--- config.mk ---
export PLATFORM = sky130hd
export DESIGN_NAME = cordic_vectoring_engine_flat
export DESIGN_NICKNAME = d
export VERILOG_FILES = /design/src/rtl/cordic_vectoring_engine_if.sv /design/src/rtl/cordic_vectoring_engine.sv /design/src/flat_wrapper.sv
export SDC_FILE = /design/constraint.sdc
export NUM_CORES = 1
export LEC_CHECK = 0
export BUFFER_PORTS_ARGS = -buffer_cell sky130_fd_sc_hd__buf_2
export CAP_MARGIN = 20
export CELL_PAD_IN_SITES_DETAIL_PLACEMENT = 0
export CELL_PAD_IN_SITES_GLOBAL_PLACEMENT = 1
export CORE_MARGIN = 2
export CORE_UTILIZATION = 45
export DETAILED_ROUTE_END_ITERATION = 16
export PLACE_DENSITY = 0.87
export SYNTH_ARGS = -nofsm -noshare
export SYNTH_HDL_FRONTEND = slang
export SYNTH_SLANG_ARGS = --single-unit
--- constraint.sdc ---
create_clock -name clk -period 9.54 [get_ports clk]
set_input_delay 0 -clock clk [delete_from_list [all_inputs] [get_ports clk]]
set_output_delay 0 -clock clk [all_outputs]
set_load 0.01 [all_outputs]
--- src/rtl/cordic_vectoring_engine_if.sv ---
// Request/result bundle for the CORDIC vectoring engine.
// master drives the operands and start; slave returns status and polar results.
interface cordic_vectoring_engine_if #(
   parameter int BIT_WIDTH = 32
);
   logic                        start;
   logic signed [BIT_WIDTH-1:0] x_in;
   logic signed [BIT_WIDTH-1:0] y_in;
   logic                        busy;
   logic                        done;
   logic [BIT_WIDTH+1:0]        mag_out;
   logic signed [BIT_WIDTH+1:0] angle_out;

   modport master (
      output start, x_in, y_in,
      input  busy, done, mag_out, angle_out
   );

   modport slave (
      input  start, x_in, y_in,
      output busy, done, mag_out, angle_out
   );
endinterface

--- src/rtl/cordic_vectoring_engine.sv ---
// Iterative CORDIC vectoring engine: atan2(y,x) and magnitude, one micro-rotation per clock.
// Define CORDIC_GAIN_COMP_EN to add a COMP state that scales the magnitude by ~1/K.
module cordic_vectoring_engine #(
   parameter int BIT_WIDTH  = 32,
   parameter int ITERATIONS = 32
) (
   input  logic                           clk,
   input  logic                           rst,
   cordic_vectoring_engine_if.slave       bus,
   output logic [5:0]                     count,
   input  logic [63:0]                    di_ei_result
);

   localparam int W = BIT_WIDTH + 2;
   localparam logic [63:0]         HALF_PI_WORD = 64'hC90FDAA22168C000;
   localparam logic signed [W-1:0] HALF_PI      = {2'b00, HALF_PI_WORD[63 -: BIT_WIDTH]};
   localparam logic [5:0]          LAST         = 6'(ITERATIONS - 1);

   generate
      if (ITERATIONS < 1 || ITERATIONS > 64) begin : g_bad_iterations
         $error("cordic_vectoring_engine: ITERATIONS must be in 1..64");
      end
      if (BIT_WIDTH < 64) begin : g_lut_tail
         logic unused_lut_tail;
         assign unused_lut_tail = ^di_ei_result[63-BIT_WIDTH:0];
      end
   endgenerate

   typedef enum logic [1:0] {
      IDLE,
      ITER,
`ifdef CORDIC_GAIN_COMP_EN
      COMP,
`endif
      DONE
   } state_t;

   state_t state, state_nx;

   logic signed [W-1:0] x_q, y_q, z_q;
   logic signed [W-1:0] x_nx, y_nx, z_nx;
   logic signed [W-1:0] x_ext, y_ext, a_ext;
   logic [5:0]          iter_q;
   logic                zero_q;
   logic [W-1:0]        mag_q;
   logic signed [W-1:0] ang_q;
   logic                busy_c, done_c;
   logic [5:0]          count_c;

   assign x_ext = {{2{bus.x_in[BIT_WIDTH-1]}}, bus.x_in};
   assign y_ext = {{2{bus.y_in[BIT_WIDTH-1]}}, bus.y_in};
   assign a_ext = {2'b00, di_ei_result[63 -: BIT_WIDTH]};

`ifdef CORDIC_GAIN_COMP_EN
   logic signed [W-1:0] x_scaled;
   assign x_scaled = (x_q >>> 1) + (x_q >>> 3) - (x_q >>> 6) - (x_q >>> 9);
`endif

   always_ff @(posedge clk) begin
      if (rst) begin
         state <= IDLE;
      end else begin
         state <= state_nx;
      end
   end

   always_comb begin
      state_nx = state;
      busy_c   = 1'b0;
      done_c   = 1'b0;
      count_c  = 6'd0;
      case (state)
         IDLE: begin
            if (bus.start) state_nx = ITER;
         end
         ITER: begin
            busy_c  = 1'b1;
            count_c = iter_q;
`ifdef CORDIC_GAIN_COMP_EN
            if (iter_q == LAST) state_nx = COMP;
`else
            if (iter_q == LAST) state_nx = DONE;
`endif
         end
`ifdef CORDIC_GAIN_COMP_EN
         COMP: begin
            busy_c   = 1'b1;
            state_nx = DONE;
         end
`endif
         DONE: begin
            busy_c   = 1'b1;
            done_c   = 1'b1;
            state_nx = IDLE;
         end
         default: state_nx = IDLE;
      endcase
   end

   // Micro-rotation drives y toward zero; shifts use the pre-update x/y.
   always_comb begin
      x_nx = x_q;
      y_nx = y_q;
      z_nx = z_q;
      if (!y_q[W-1]) begin
         x_nx = x_q + (y_q >>> iter_q);
         y_nx = y_q - (x_q >>> iter_q);
         z_nx = z_q + a_ext;
      end else begin
         x_nx = x_q - (y_q >>> iter_q);
         y_nx = y_q + (x_q >>> iter_q);
         z_nx = z_q - a_ext;
      end
   end

   always_ff @(posedge clk) begin
      if (rst) begin
         x_q    <= '0;
         y_q    <= '0;
         z_q    <= '0;
         iter_q <= 6'd0;
         zero_q <= 1'b0;
         mag_q  <= '0;
         ang_q  <= '0;
      end else begin
         case (state)
            IDLE: begin
               if (bus.start) begin
                  iter_q <= 6'd0;
                  zero_q <= (bus.x_in == '0) && (bus.y_in == '0);
                  // Pre-rotate left-half-plane vectors by -/+90 deg so CORDIC converges.
                  if (!x_ext[W-1]) begin
                     x_q <= x_ext;
                     y_q <= y_ext;
                     z_q <= '0;
                  end else if (!y_ext[W-1]) begin
                     x_q <= y_ext;
                     y_q <= -x_ext;
                     z_q <= HALF_PI;
                  end else begin
                     x_q <= -y_ext;
                     y_q <= x_ext;
                     z_q <= -HALF_PI;
                  end
               end
            end
            ITER: begin
               x_q    <= x_nx;
               y_q    <= y_nx;
               z_q    <= z_nx;
               iter_q <= iter_q + 6'd1;
`ifndef CORDIC_GAIN_COMP_EN
               if (iter_q == LAST) begin
                  mag_q <= zero_q ? '0 : x_nx;
                  ang_q <= zero_q ? '0 : z_nx;
               end
`endif
            end
`ifdef CORDIC_GAIN_COMP_EN
            COMP: begin
               mag_q <= zero_q ? '0 : x_scaled;
               ang_q <= zero_q ? '0 : z_q;
            end
`endif
            default: ;
         endcase
      end
   end

   assign bus.busy      = busy_c;
   assign bus.done      = done_c;
   assign bus.mag_out   = mag_q;
   assign bus.angle_out = ang_q;
   assign count         = count_c;

endmodule

--- src/flat_wrapper.sv ---
// flat-port wrapper written by rule: the top's interface ports become plain ports
module cordic_vectoring_engine_flat 
#(
   parameter int BIT_WIDTH  = 32,
   parameter int ITERATIONS = 32
)
  (clk, rst, count, di_ei_result, bus_start, bus_x_in, bus_y_in, bus_busy, bus_done, bus_mag_out, bus_angle_out);
  cordic_vectoring_engine_if #(.BIT_WIDTH(BIT_WIDTH)) bus_i ();
  input  logic clk;
  input  logic rst;
  output logic [5:0] count;
  input  logic [63:0] di_ei_result;
  input wire logic [$bits(bus_i.start)-1:0] bus_start;
  input wire logic [$bits(bus_i.x_in)-1:0] bus_x_in;
  input wire logic [$bits(bus_i.y_in)-1:0] bus_y_in;
  output wire logic [$bits(bus_i.busy)-1:0] bus_busy;
  output wire logic [$bits(bus_i.done)-1:0] bus_done;
  output wire logic [$bits(bus_i.mag_out)-1:0] bus_mag_out;
  output wire logic [$bits(bus_i.angle_out)-1:0] bus_angle_out;
  assign bus_i.start = bus_start;
  assign bus_i.x_in = bus_x_in;
  assign bus_i.y_in = bus_y_in;
  assign bus_busy = bus_i.busy;
  assign bus_done = bus_i.done;
  assign bus_mag_out = bus_i.mag_out;
  assign bus_angle_out = bus_i.angle_out;
  cordic_vectoring_engine #(.BIT_WIDTH(BIT_WIDTH), .ITERATIONS(ITERATIONS)) u_core (.clk(clk), .rst(rst), .bus(bus_i), .count(count), .di_ei_result(di_ei_result));
endmodule
* Yosys cells after proc, flatten, opt, wreduce, memory -nomap -nowiden *
Cells that the tools add are included.
Widths: inputs -> output; s select.

storage, ports and cells
  flip-flop bits (word level) = 179
  input port bits = 131
  output and inout bits = 76

cells by class
  add/subtract/negate cells = 9
  equal/unequal tests = 5
  shift-type cells = 2
  muxes and demuxes = 25
  reduce and logical (&&, ||, !) cells = 10

operators by type and width
  kind                 number
  $mux 34              14
  $pmux 34 s2          3
  $add 34x34->34       2
  $neg 32->34          2
  $sshr 34x6->34       2
  $sub 34x34->34       2
  $logic_not 32->1     2
  $add 34x33->34       1
  $sub 34x33->34       1
  $mux 6               2
  $pmux 6 s2           1
  $reduce_and 2->1     4
  $add 6x1->6 const B  1
  $eq 6x5->1 const B   1
  $mux 2               2
  $pmux 2 s2           1
  $eq 2x1->1 const B   1
  $eq 2x2->1 const B   1
  $logic_not 2->1      1
  $mux 1               2
  $ne 2x1->1 const B   1
  $ne 2x2->1 const B   1
  $reduce_bool 2->1    1
  $reduce_or 2->1      1
  $logic_and 1x1->1    1

* Longest topological paths before layout *
Gate-level depths: netlist of run 1.

  depth in word-level cells = 5
  gate-level depth with buffers = 31
  gate-level depth less buffers = 25

* Worst setup path after synthesis of run 1 *
No wires, ideal clock.

  path kind = reg2reg
  from = register u_core.iter_q[0]
  to = register u_core.mag_q[33], in the netlist u_core.bus.mag_out[33]
  setup time = 0.117 ns
  arrival time = 6.185 ns
  data required time = 9.423 ns
  path slack = 3.239 ns
  stages on the path, launching flop included = 28
  path buffers = 4
  clock period less this slack = 6.301 ns
  path through = dfxtp_1 > buf_6 > buf_8 > buf_12 > nor4_1 > mux2_2 > o211ai_1 > nand2_1 > nor2_1 > o21a_1 > ha_1 > nand3_1 > nor4b_1 > and2_1 > clkbuf_1 > nand3_1 > nor3b_1 > mux2_2 > o21ai_0 > ha_1 > a2111o_1 > o31a_1 > a211o_1 > nand4_1 > a21oi_1 > or2_2 > xnor3_1 > a22o_1

on the way
  cells in the longest elaborated chain, start to end = 4
  elaborated cells between the ends (all ways) = 7

RTL lines
  item                                              RTL line                                                        RTL
  start: declaration                                cordic_vectoring_engine.sv:43                                   logic [5:0] iter_q;
  start signal: assignment                          cordic_vectoring_engine.sv:151                                  iter_q <= iter_q + 6'd1;
  $sshr 34x6->34                                    cordic_vectoring_engine.sv:106, cordic_vectoring_engine.sv:110
  $add 34x34->34 or $sub 34x34->34 (tied branches)  cordic_vectoring_engine.sv:106, cordic_vectoring_engine.sv:110
  $mux 34                                           cordic_vectoring_engine.sv:105                                  if (!y_q[W-1]) begin
  $mux 34                                           cordic_vectoring_engine.sv:154                                  mag_q <= zero_q ? '0 : x_nx;
  end signal: assignment                            cordic_vectoring_engine.sv:154
  end: declaration                                  cordic_vectoring_engine.sv:45                                   logic [W-1:0] mag_q;

Parallel ways exist; a longest one is shown, timed or not.
A chain may end at the register's enable or synchronous reset.

* Worst setup path after layout of run 1 *
  from = register u_core.iter_q[3]
  to = register u_core.mag_q[33], in the netlist u_core.bus.mag_out[33]

The elaborated chain is that of the path after synthesis.

==> results of run 1 <==
## critical path: cells and delay by family (launching register included)
family | cells | cell delay, ns
simple gates | 8 | 1.89
xor+xnor | 2 | 0.45
mux | 3 | 1.33
flops | 1 | 0.80
fa+ha+maj | 2 | 0.67
buf+inv | 1 | 0.52
compound gates | 7 | 2.23
## power by group through the flow
stage                     clock (mW)  sequential (mW)  combinational [mW]
after floorplan                    0            0.882                1.81
after global placement             0            0.959                2.40
after detailed placement           0            0.964                2.43
after CTS                      0.714            0.946                2.46
after global routing           0.746            0.959                2.73
final                          0.713            0.956                2.52
## cells in the final DEF, fill, tap and decap left out, drive strengths merged, types with 52 or more instances in the layout
| cell | synthesis | routed |
|---|---|---|
| xnor2 | 125 | 125 |
| a211oi | 114 | 114 |
| nand2 | 167 | 167 |
| ha | 109 | 109 |
| a21o | 52 | 52 |
| o21ai | 135 | 135 |
| nor3 | 159 | 159 |
| buf | 70 | 217 |
| nor2 | 381 | 381 |
| mux4 | 75 | 75 |
| a21oi | 209 | 209 |
| mux2i | 68 | 68 |
| inv | 47 | 53 |
| a22oi | 55 | 55 |
| xor2 | 85 | 85 |
| dfxtp | 179 | 179 |
## cells by family after synthesis
kind of cell,count (synthesis)
and+or+nand+nor,967
xor gates and xnor gates,211
buffers and inverters,244
muxes,185
adders and majority gates,112
AOI/OAI and AO/OA,875
DFF,179
## repair_timing
item                                   CTS  global route
resized for setup                        0             0
hold buffers                             2             0
endpoints found under the hold margin    4             0
## worst max path at each step
stage | startpoint | endpoint | slack, ns | cells past startpoint
final | u_core.iter_q[3] | u_core.bus.mag_out[33] | 1.50 | 23
after global routing | u_core.iter_q[0] | u_core.y_q[32] | 1.20 | 22
after CTS | u_core.iter_q[0] | u_core.y_q[31] | 1.75 | 23
after detailed placement | u_core.iter_q[3] | u_core.bus.mag_out[33] | 1.82 | 23
after global placement | u_core.iter_q[3] | u_core.bus.mag_out[33] | 1.88 | 23
after floorplan | u_core.iter_q[0] | u_core.bus.mag_out[33] | 3.24 | 27
## metrics by stage
stage | hold slack, ns | std cells | total power [mW] | setup WS [ns] | util, %
global placement | 0.326 | 3408 | 3.36 | 1.88 | 47.5
CTS | 0.0205 | 3442 | 4.12 | 1.75 | 48.7
finish | 0.0400 | 3444 | 4.19 | 1.50 | 48.8
global route | 0.0719 | 3444 | 4.43 | 1.20 | 48.8
floorplan | 0.170 | 2773 | 2.69 | 3.24 | -
detailed placement | 0.343 | 3408 | 3.40 | 1.82 | 47.5
## state kept, by name, summed over array words and instances (netlist names)
| register | cells |
|---|---|
| u_core.iter_q | 6 |
| u_core.x_q | 34 |
| u_core.bus.mag_out | 34 |
| u_core.z_q | 34 |
| u_core.y_q | 34 |
| u_core.state | 2 |
| u_core.bus.angle_out | 34 |
| u_core.zero_q | 1 |
## routing by layer
metal | part of all wire, % | up-vias | routed length (um)
met1 | 42 | 11200 | 37500
met4 | 4.9 | 10 | 4390
met3 | 10 | 236 | 8960
met2 | 43 | 1214 | 38100
li1 | - | 10500 | -
met5 | 0.064 | - | 57
## final cells by class
class,instances,area share [%]
multi-input cells,2350,72.6
flip-flops and latches,179,15.5
repair buffers,221,5.36
well taps,615,3.32
clock buffers,18,1.85
inverters,47,0.761
clock inverters,14,0.588
==> out/results.md, run 1 <==
| Stage | Quantity | This run |
|---|---|---|
| run status | Status | complete, no violations |
| yosys | Arithmetic-cell share of the synthesized area counting full adders, half adders and majority gates | 6.59% |
| timing | Number of hold violations in the final report | 0 |
| drt | Final ANT Viol Nets | 0 |
| floorplanning | Initial core utilization | 45.4% |
| worst setup path | Data arrival, critical path | 8.41 ns |
| worst setup path | Category of the worst setup path launch point | register |
| timing | Slew HR | 19.4% |
| worst setup path | Reg2Reg Depth | 23 |
| grt | Grt met3 use | 7.39% |
| worst hold path | Number of instances on the worst hold path | 5 |
| yosys | Primary flip-flop cell chosen by synthesis mapping | sky130_fd_sc_hd__dfxtp_1 |
| grt | Via count of the first global-routing pass | 21200 |
| timing | Maximum operating frequency | 124 MHz |
| grt | Total track usage | 34.8% |
| floorplanning | Std-Cell Rows | 80 |
| drt | Number of DRC markers in iteration 0 | 3114 |
| yosys | Number of synthesis warnings | 0 |
| placed design | Area post-placement | 22600 um2 |
| clocking | Setup Buffers After CTS | 0 |
| yosys | Portion of netlist area occupied by mux cells | 13.4% |
| power | Power share of the clock group | 17.0% |
| yosys | Area of the mapped netlist | 21600 um2 |
| placed design | Count of input and output buffers | 174 |
| finish | FF/Latch Area | 3600 um2 |
| drt | Number of optimization iterations in the first detailed-route pass | 6 |
| yosys | Post-synthesis average cell area | 7.79 um2 |
| grt | Pin count of the biggest net entering global routing | 112 |
| clocking | Clock tree from TritonCTS | yes |
| yosys | Fraction of the yosys area taken by sequential cells | 16.6% |
| timing | Setup skew after layout | 0.0129 ns |
| yosys | Post-synth top area cell | sky130_fd_sc_hd__dfxtp_1 |
| floorplanning | Area of the core | 47500 um2 |
| grt | Met1 routing resource usage after global routing | 47.5% |
| worst setup path | CP Cell Sequence | buf_4, mux4_2, mux2_2, mux2i_1, o21a_1, ha_1, nand3_1, nor4b_1, and2_1, nand3_1, xnor2_1, o21ai_0, ha_1, nand2_1, nor3_1, a21boi_0, o31a_1, a211o_1, nand4_1, a21oi_1, or2_2, xnor3_1, a22o_1 |
| yosys | Cell types occupying the most area after synthesis | sky130_fd_sc_hd__dfxtp_1 17%, sky130_fd_sc_hd__mux4_2 6.8%, sky130_fd_sc_hd__nor2_1 6.6% |
| worst setup path | Data required time of the critical path | 9.91 ns |
| floorplanning | Top-level port count | 207 |
| yosys | Simple-Gate Fraction of Synth Area | 21.4% |
| yosys | Cell count after synthesis | 2773 |
| yosys | Number of nets produced by synthesis | 3016 |
| worst setup path | Slowest Stage Delay on Critical Path | 0.80 ns |
| placed design | Routability congestion estimate | 1.03 |
| drt | Average via count per standard cell | 6.73 |
| power | Comb power frac | 60.2% |
| finish | Post-layout nets | 3059 |
| worst hold path | Start point of the worst min-delay path | bus_x_in[30] |
| job | Max-cap check violation count | 0 |
| timing | Unrepaired setup endpoints after global routing | false |
| power | Internal power summed over all cells | 2.13 mW |
| finish | Design Area, Final | 23200 um2 |
| timing | Final setup violation count | 0 |
| power | Net Sw Power | 2.06 mW |
| worst setup path | Kind of end point of the critical path | register |
| worst hold path | Min-Delay Endpoint | u_core.zero_q |
| clocking | Master cell of the clock root buffer | sky130_fd_sc_hd__clkbuf_16 |
| worst setup path | Path type of the worst setup path | register to register |
| power | Peak supply drop | 135 uV |
| power | Switch share | 49.3% |
| timing | Transition time at the pin with the least slew margin | 1.20 ns |
| yosys | Share of the synthesized area in compound gates (AO/OA/AOI/OAI) | 27.7% |
| worst setup path | Startpoint of the lowest-slack register-to-register path | u_core.iter_q[3] |
| timing | Count of final max-slew check failures | 0 |
| yosys | Async SR Flop Fraction | 0% |
| worst hold path | Hold crit path type | input pin to register |
| yosys | Register bit count reported by yosys | 179 |
| floorplanning | Die Ht | 223 um |
| power | P per Cell Area | 181 nW/um2 |
| finish | Fill cell count | 4692 |
| yosys | Unique masters post-synth | 107 |
| drt | Wire length per cell | 25.9 um |
| grt | Layer with the highest usage after global routing | met2 |
| worst setup path | Highest-delay cell along the critical path | sky130_fd_sc_hd__dfxtp_2 |
| drt | Number of design rule violations left after detail routing | 0 |
| yosys | Xor and xnor area share after synthesis | 8.62% |
| grt | Initial antenna violation count | 7 |
| finish | Area of the multi-input gates | 16800 um2 |
| yosys | Top post-synthesis cells by count | 380 x sky130_fd_sc_hd__nor2_1, 209 x sky130_fd_sc_hd__a21oi_1, 179 x sky130_fd_sc_hd__dfxtp_1 |
| worst setup path | Crit Path Max Fanout | 38 |
| worst setup path | Worst R2R Setup Slack | 1.50 ns |
| yosys | Library cell with the highest instance count after synthesis | sky130_fd_sc_hd__nor2_1 |
| placed design | Sum of net half-perimeters after detailed placement | 67300 um |
| power | Standby leakage power | 9.22 nW |
| drt | Post-Route WL | 89100 um |
| clocking | Clock H-tree levels | 4 |
| finish | Antenna Cells | 0 |
| drt | DR vias | 23200 |
| finish | Layout overhead on the synthesized area | 7.36% |
| clocking | Clock buffers created by TritonCTS | 17 |
| floorplanning | Width of the chip | 223 um |
| yosys | Proportion of netlist area held by the largest area contributor | 16.6% |
| timing | Min cycle time layout | 8.04 ns |
| timing | Final clock period utilization by the worst path | 84.3% |
| timing | Setup TNS after final layout | 0 ns |
| grt | Met2 usage in global routing | 52.4% |
| clocking | Maximum clock insertion buffer count | 2 |
| clocking | Post-CTS clock slew at the launch and capture registers of the worst setup and hold paths | 0.08 ns |
| worst setup path | Capture instance of the worst register-to-register path | u_core.bus.mag_out[33] |
| finish | Layout cell share with drive strength beyond 1 | 14.9% |
| floorplanning | Full die area | 49800 um2 |
| grt | Total gr overflow | 0 |
| yosys | Combinational family with the most area after synthesis | compound AO/OA/AOI/OAI gates |
| yosys | EDFF count, synth | 0 |
| clocking | TritonCTS Sinks | 179 |
| power | Sequential fraction of design power | 22.8% |
| grt | First-pass GRT wire length | 133000 um |
| clocking | Insertion delay of the later-clocked pin in the worst-skew pair | 0.47 ns |
(Power assumes the default switching activity.)
==> inputs of run 2 (changes only) <==
--- a/config.mk
+++ b/config.mk
@@ -10,9 +10,9 @@
 export CELL_PAD_IN_SITES_DETAIL_PLACEMENT = 0
 export CELL_PAD_IN_SITES_GLOBAL_PLACEMENT = 1
 export CORE_MARGIN = 2
-export CORE_UTILIZATION = 45
+export CORE_UTILIZATION = 42
 export DETAILED_ROUTE_END_ITERATION = 16
-export PLACE_DENSITY = 0.87
+export PLACE_DENSITY = 0.86
 export SYNTH_ARGS = -nofsm -noshare
 export SYNTH_HDL_FRONTEND = slang
 export SYNTH_SLANG_ARGS = --single-unit
==> constraint.sdc (replaced) <==
create_clock -name clk -period 7 [get_ports clk]
set_input_delay 0 -clock clk [delete_from_list [all_inputs] [get_ports clk]]
set_output_delay 0 -clock clk [all_outputs]
set_load 0.01 [all_outputs]
==> run 2 against run 1 <==
Sequential share of layout area decreased by 0.76 points. Combinational power up 47%. Critical path depth grew 6. Fmax is 21% higher. Final cell count is 5.7% higher. Largest power group unchanged. Critical endpoint is now u_core.x_q[33]. Routed wire length up 5.1%. Register-to-register slack got worse by 1.1 ns. Clock skew is 0.0082 ns higher. Cell area increased by 5.2%.
==> out/results.md, run 2 (synthesis gave the netlist of run 1 again) <==
| Stage | Quantity | This run | Change |
|---|---|---|---|
| worst setup path | Path type of the worst setup path | register to register |  |
| drt | Number of optimization iterations in the first detailed-route pass | 6 | unchanged |
| worst setup path | Worst R2R Setup Slack | 0.38 ns | -1.12 ns |
| power | Peak supply drop | 197 uV | +45% |
| power | P per Cell Area | 248 nW/um2 | +37% |
| drt | Post-Route WL | 93600 um | +5.1% |
| timing | Transition time at the pin with the least slew margin | 1.10 ns | -0.0977 ns |
| clocking | Insertion delay of the later-clocked pin in the worst-skew pair | 0.50 ns | +0.03 ns |
| finish | Final design utilization | 47.8% | -1.0 points |
| worst setup path | Reg2Reg Depth | 29 | +26% |
| clocking | Post-CTS clock slew at the launch and capture registers of the worst setup and hold paths | 0.08 ns | about the same |
| worst setup path | Highest-delay cell along the critical path | sky130_fd_sc_hd__dfxtp_4 |  |
| worst hold path | Hold crit path type | input pin to register |  |
| grt | First-pass GRT wire length | 139000 um | +5.1% |
| drt | Number of design rule violations left after detail routing | 0 | unchanged |
| placed design | Post-place setup slack | 0.298 ns | -1.52 ns |
| drt | Average via count per standard cell | 6.58 | -2.3% |
| power | Switch share | 47.5% | -1.7 points |
| timing | Slew HR | 26.5% | +7.2 points |
| worst setup path | Crit. Startpoint | u_core.iter_q[1] |  |
| worst setup path | Startpoint of the lowest-slack register-to-register path | u_core.iter_q[1] |  |
| drt | Number of DRC markers in iteration 0 | 2614 | -16% |
| worst setup path | Crit path capture | u_core.x_q[33] |  |
| clocking | TritonCTS Sinks | 179 | unchanged |
| worst setup path | Slowest Stage Delay on Critical Path | 0.51 ns | -0.29 ns |
| grt | Via count of the first global-routing pass | 22100 | +4.3% |
| finish | Layout cell share with drive strength beyond 1 | 18.6% | +3.7 points |
| timing | Final clock period utilization by the worst path | 94.6% | +10 points |
| grt | Pin count of the biggest net entering global routing | 81 | -28% |
| floorplanning | Area of the core | 51100 um2 | +7.5% |
| finish | Highest-count cells in the layout ignoring fill and taps | 378 x sky130_fd_sc_hd__nor2_1, 209 x sky130_fd_sc_hd__a21oi_1, 174 x sky130_fd_sc_hd__dfxtp_1 |  |
| clocking | Clock buffers created by TritonCTS | 17 | unchanged |
| timing | Slack of the critical path | 0.381 ns | -1.12 ns |
| floorplanning | Die Ht | 231 um | +3.4% |
| finish | Layout overhead on the synthesized area | 13.0% |  |
| finish | Post-layout nets | 3185 | +4.1% |
| worst setup path | Data arrival, critical path | 6.97 ns | -1.44 ns |
| finish | Most common cell after layout, fill and taps aside | sky130_fd_sc_hd__nor2_1 |  |
| worst setup path | Kind of end point of the critical path | register |  |
| power | Standby leakage power | 9.89 nW | +7.4% |
| timing | Min cycle time layout | 6.62 ns | -1.42 ns |
| finish | Fill cell count | 5076 | +8.2% |
| clocking | Master cell of the clock root buffer | sky130_fd_sc_hd__clkbuf_16 |  |
| grt | Total track usage | 34.4% | -0.43 points |
| timing | Setup skew after layout | 0.0211 ns | +0.00819 ns |
| placed design | Post-Place Cells | 3597 | +5.5% |
| timing | Number of hold violations in the final report | 0 | unchanged |
| floorplanning | Top-level port count | 207 | unchanged |
| finish | Final instance count without filler cells | 3641 | +5.7% |
| timing | Count of final max-slew check failures | 0 | unchanged |
| power | Design Power | 6.06 mW | +45% |
| drt | DR vias | 23900 | +3.3% |
| placed design | Sum of net half-perimeters after detailed placement | 72100 um | +7.0% |
| power | Power share of the clock group | 17.5% | +0.5 points |
| placed design | Routability congestion estimate | 0.995 | -3.1% |
| power | Net Sw Power | 2.88 mW | +39% |
| clocking | Maximum clock insertion buffer count | 2 | unchanged |
| worst setup path | Crit Path Max Fanout | 18 | -53% |
| power | Comb power frac | 61.2% | +1.0 points |
| worst setup path | Category of the worst setup path launch point | register |  |
| job | Max-cap check violation count | 0 | unchanged |
| grt | Total gr overflow | 0 | unchanged |
| timing | Setup TNS after final layout | 0 ns | unchanged |
| clocking | Clock tree from TritonCTS | yes |  |
| floorplanning | Initial core utilization | 42.3% | -3.2 points |
| floorplanning | Std-Cell Rows | 83 | +3.8% |
| worst setup path | Most used cell, CP | sky130_fd_sc_hd__buf_4 |  |
| floorplanning | Full die area | 53300 um2 | +7.0% |
| grt | Initial antenna violation count | 9 | +2 |
| clocking | Clock H-tree levels | 4 | unchanged |
| power | Sequential fraction of design power | 21.3% | -1.5 points |
| placed design | Count of input and output buffers | 174 | unchanged |
| run status | Status | complete, no violations |  |
| power | Internal power summed over all cells | 3.18 mW | +49% |
| timing | Final setup violation count | 0 | unchanged |
| drt | Wire length per cell | 25.7 um | -0.58% |
| worst setup path | Data required time of the critical path | 7.35 ns | -2.56 ns |
| worst setup path | Capture instance of the worst register-to-register path | u_core.x_q[33] |  |
| drt | Final ANT Viol Nets | 0 | unchanged |
| timing | Maximum operating frequency | 151 MHz | +21% |
| floorplanning | Width of the chip | 231 um | +3.4% |
-- run 2: changes by cell type in the layout (fill, tap and decap cells not counted), moves of 2 or more --
cell,previous run,this run
sky130_fd_sc_hd__diode_2,0,6
sky130_fd_sc_hd__buf_4,44,164
sky130_fd_sc_hd__inv_6,4,2
sky130_fd_sc_hd__clkinv_4,3,0
sky130_fd_sc_hd__nor4b_1,7,5
sky130_fd_sc_hd__buf_6,0,3
sky130_fd_sc_hd__nor4b_2,1,3
sky130_fd_sc_hd__inv_8,2,5
sky130_fd_sc_hd__bufinv_16,0,2
sky130_fd_sc_hd__buf_12,1,5
-- run 2: layout make-up --
class / instances / area (um2) / area share, %
clock inverter: 13 / 181 / 0.743
sequential: 179 / 3600 / 14.7
inverter: 47 / 176 / 0.723
multi-input combinational: 2350 / 16900 / 69.2
antenna: 6 / 15.0 / 0.0615
tap: 680 / 851 / 3.49
timing repair buffer: 347 / 2260 / 9.26
clock buffer: 19 / 443 / 1.81
-- run 2: power by group through the flow --
| stage | sequential (mW) | clock (mW) | combinational, mW |
|---|---|---|---|
| 2_1_floorplan | 1.20 | 0 | 2.47 |
| 3_3_place_gp | 1.30 | 0 | 3.52 |
| 3_5_place_dp | 1.30 | 0 | 3.57 |
| 4_1_cts | 1.28 | 1.07 | 3.61 |
| 5_1_grt | 1.29 | 1.10 | 4.00 |
| 6_report | 1.29 | 1.06 | 3.71 |
-- run 2: per-stage QoR --
stage | area (um2) | hold WS (ns)
2_1_floorplan | 21600 | 0.170
3_3_place_gp | 23600 | 0.331
3_5_place_dp | 23600 | 0.333
4_1_cts | 24300 | 0.0432
5_1_grt | 24400 | 0.0863
6_report | 24400 | 0.0705
-- run 2: timing repair --
item | CTS | global route
endpoints found under the hold margin | 3 | 0
hold buffers | 2 | 0
endpoints found under the setup margin | 0 | 25
resized for setup | 0 | 8
setup buffers | 0 | 3
-- run 2: per-layer routing --
layer  vias to the layer above  routed length [um]  GRT usage, %
met5                         -                   8             0
met4                         2                5570          18.4
met3                       255                8520          7.03
met2                      1311               41100          52.9
met1                     11600               38500          45.1
li1                      10800                   -             -
-- run 2: worst max-delay path: cells and delay by family (launching register included) --
kind	cells	cell delay (ns)
flip-flops	1	0.51
buffers and inverters	5	0.88
multiplexers	1	0.37
AO/OA/AOI/OAI	9	2.22
XOR/XNOR	1	0.20
AND/OR/NAND/NOR	11	1.66
adder cells (fa/ha/maj)	2	0.63
-- run 2: how the worst min path moves through the flow --
stage                            start                       end  slack (ns)  cells past startpoint
after floorplan              bus_start             u_core.zero_q        0.17                      2
after global placement       bus_start             u_core.zero_q        0.33                      3
after detailed placement     bus_start             u_core.zero_q        0.33                      3
after CTS                 bus_x_in[30]            u_core.y_q[31]        0.04                      4
after global routing       bus_x_in[2]             u_core.x_q[2]        0.09                      5
final                              rst  u_core.bus.angle_out[26]        0.07                      2
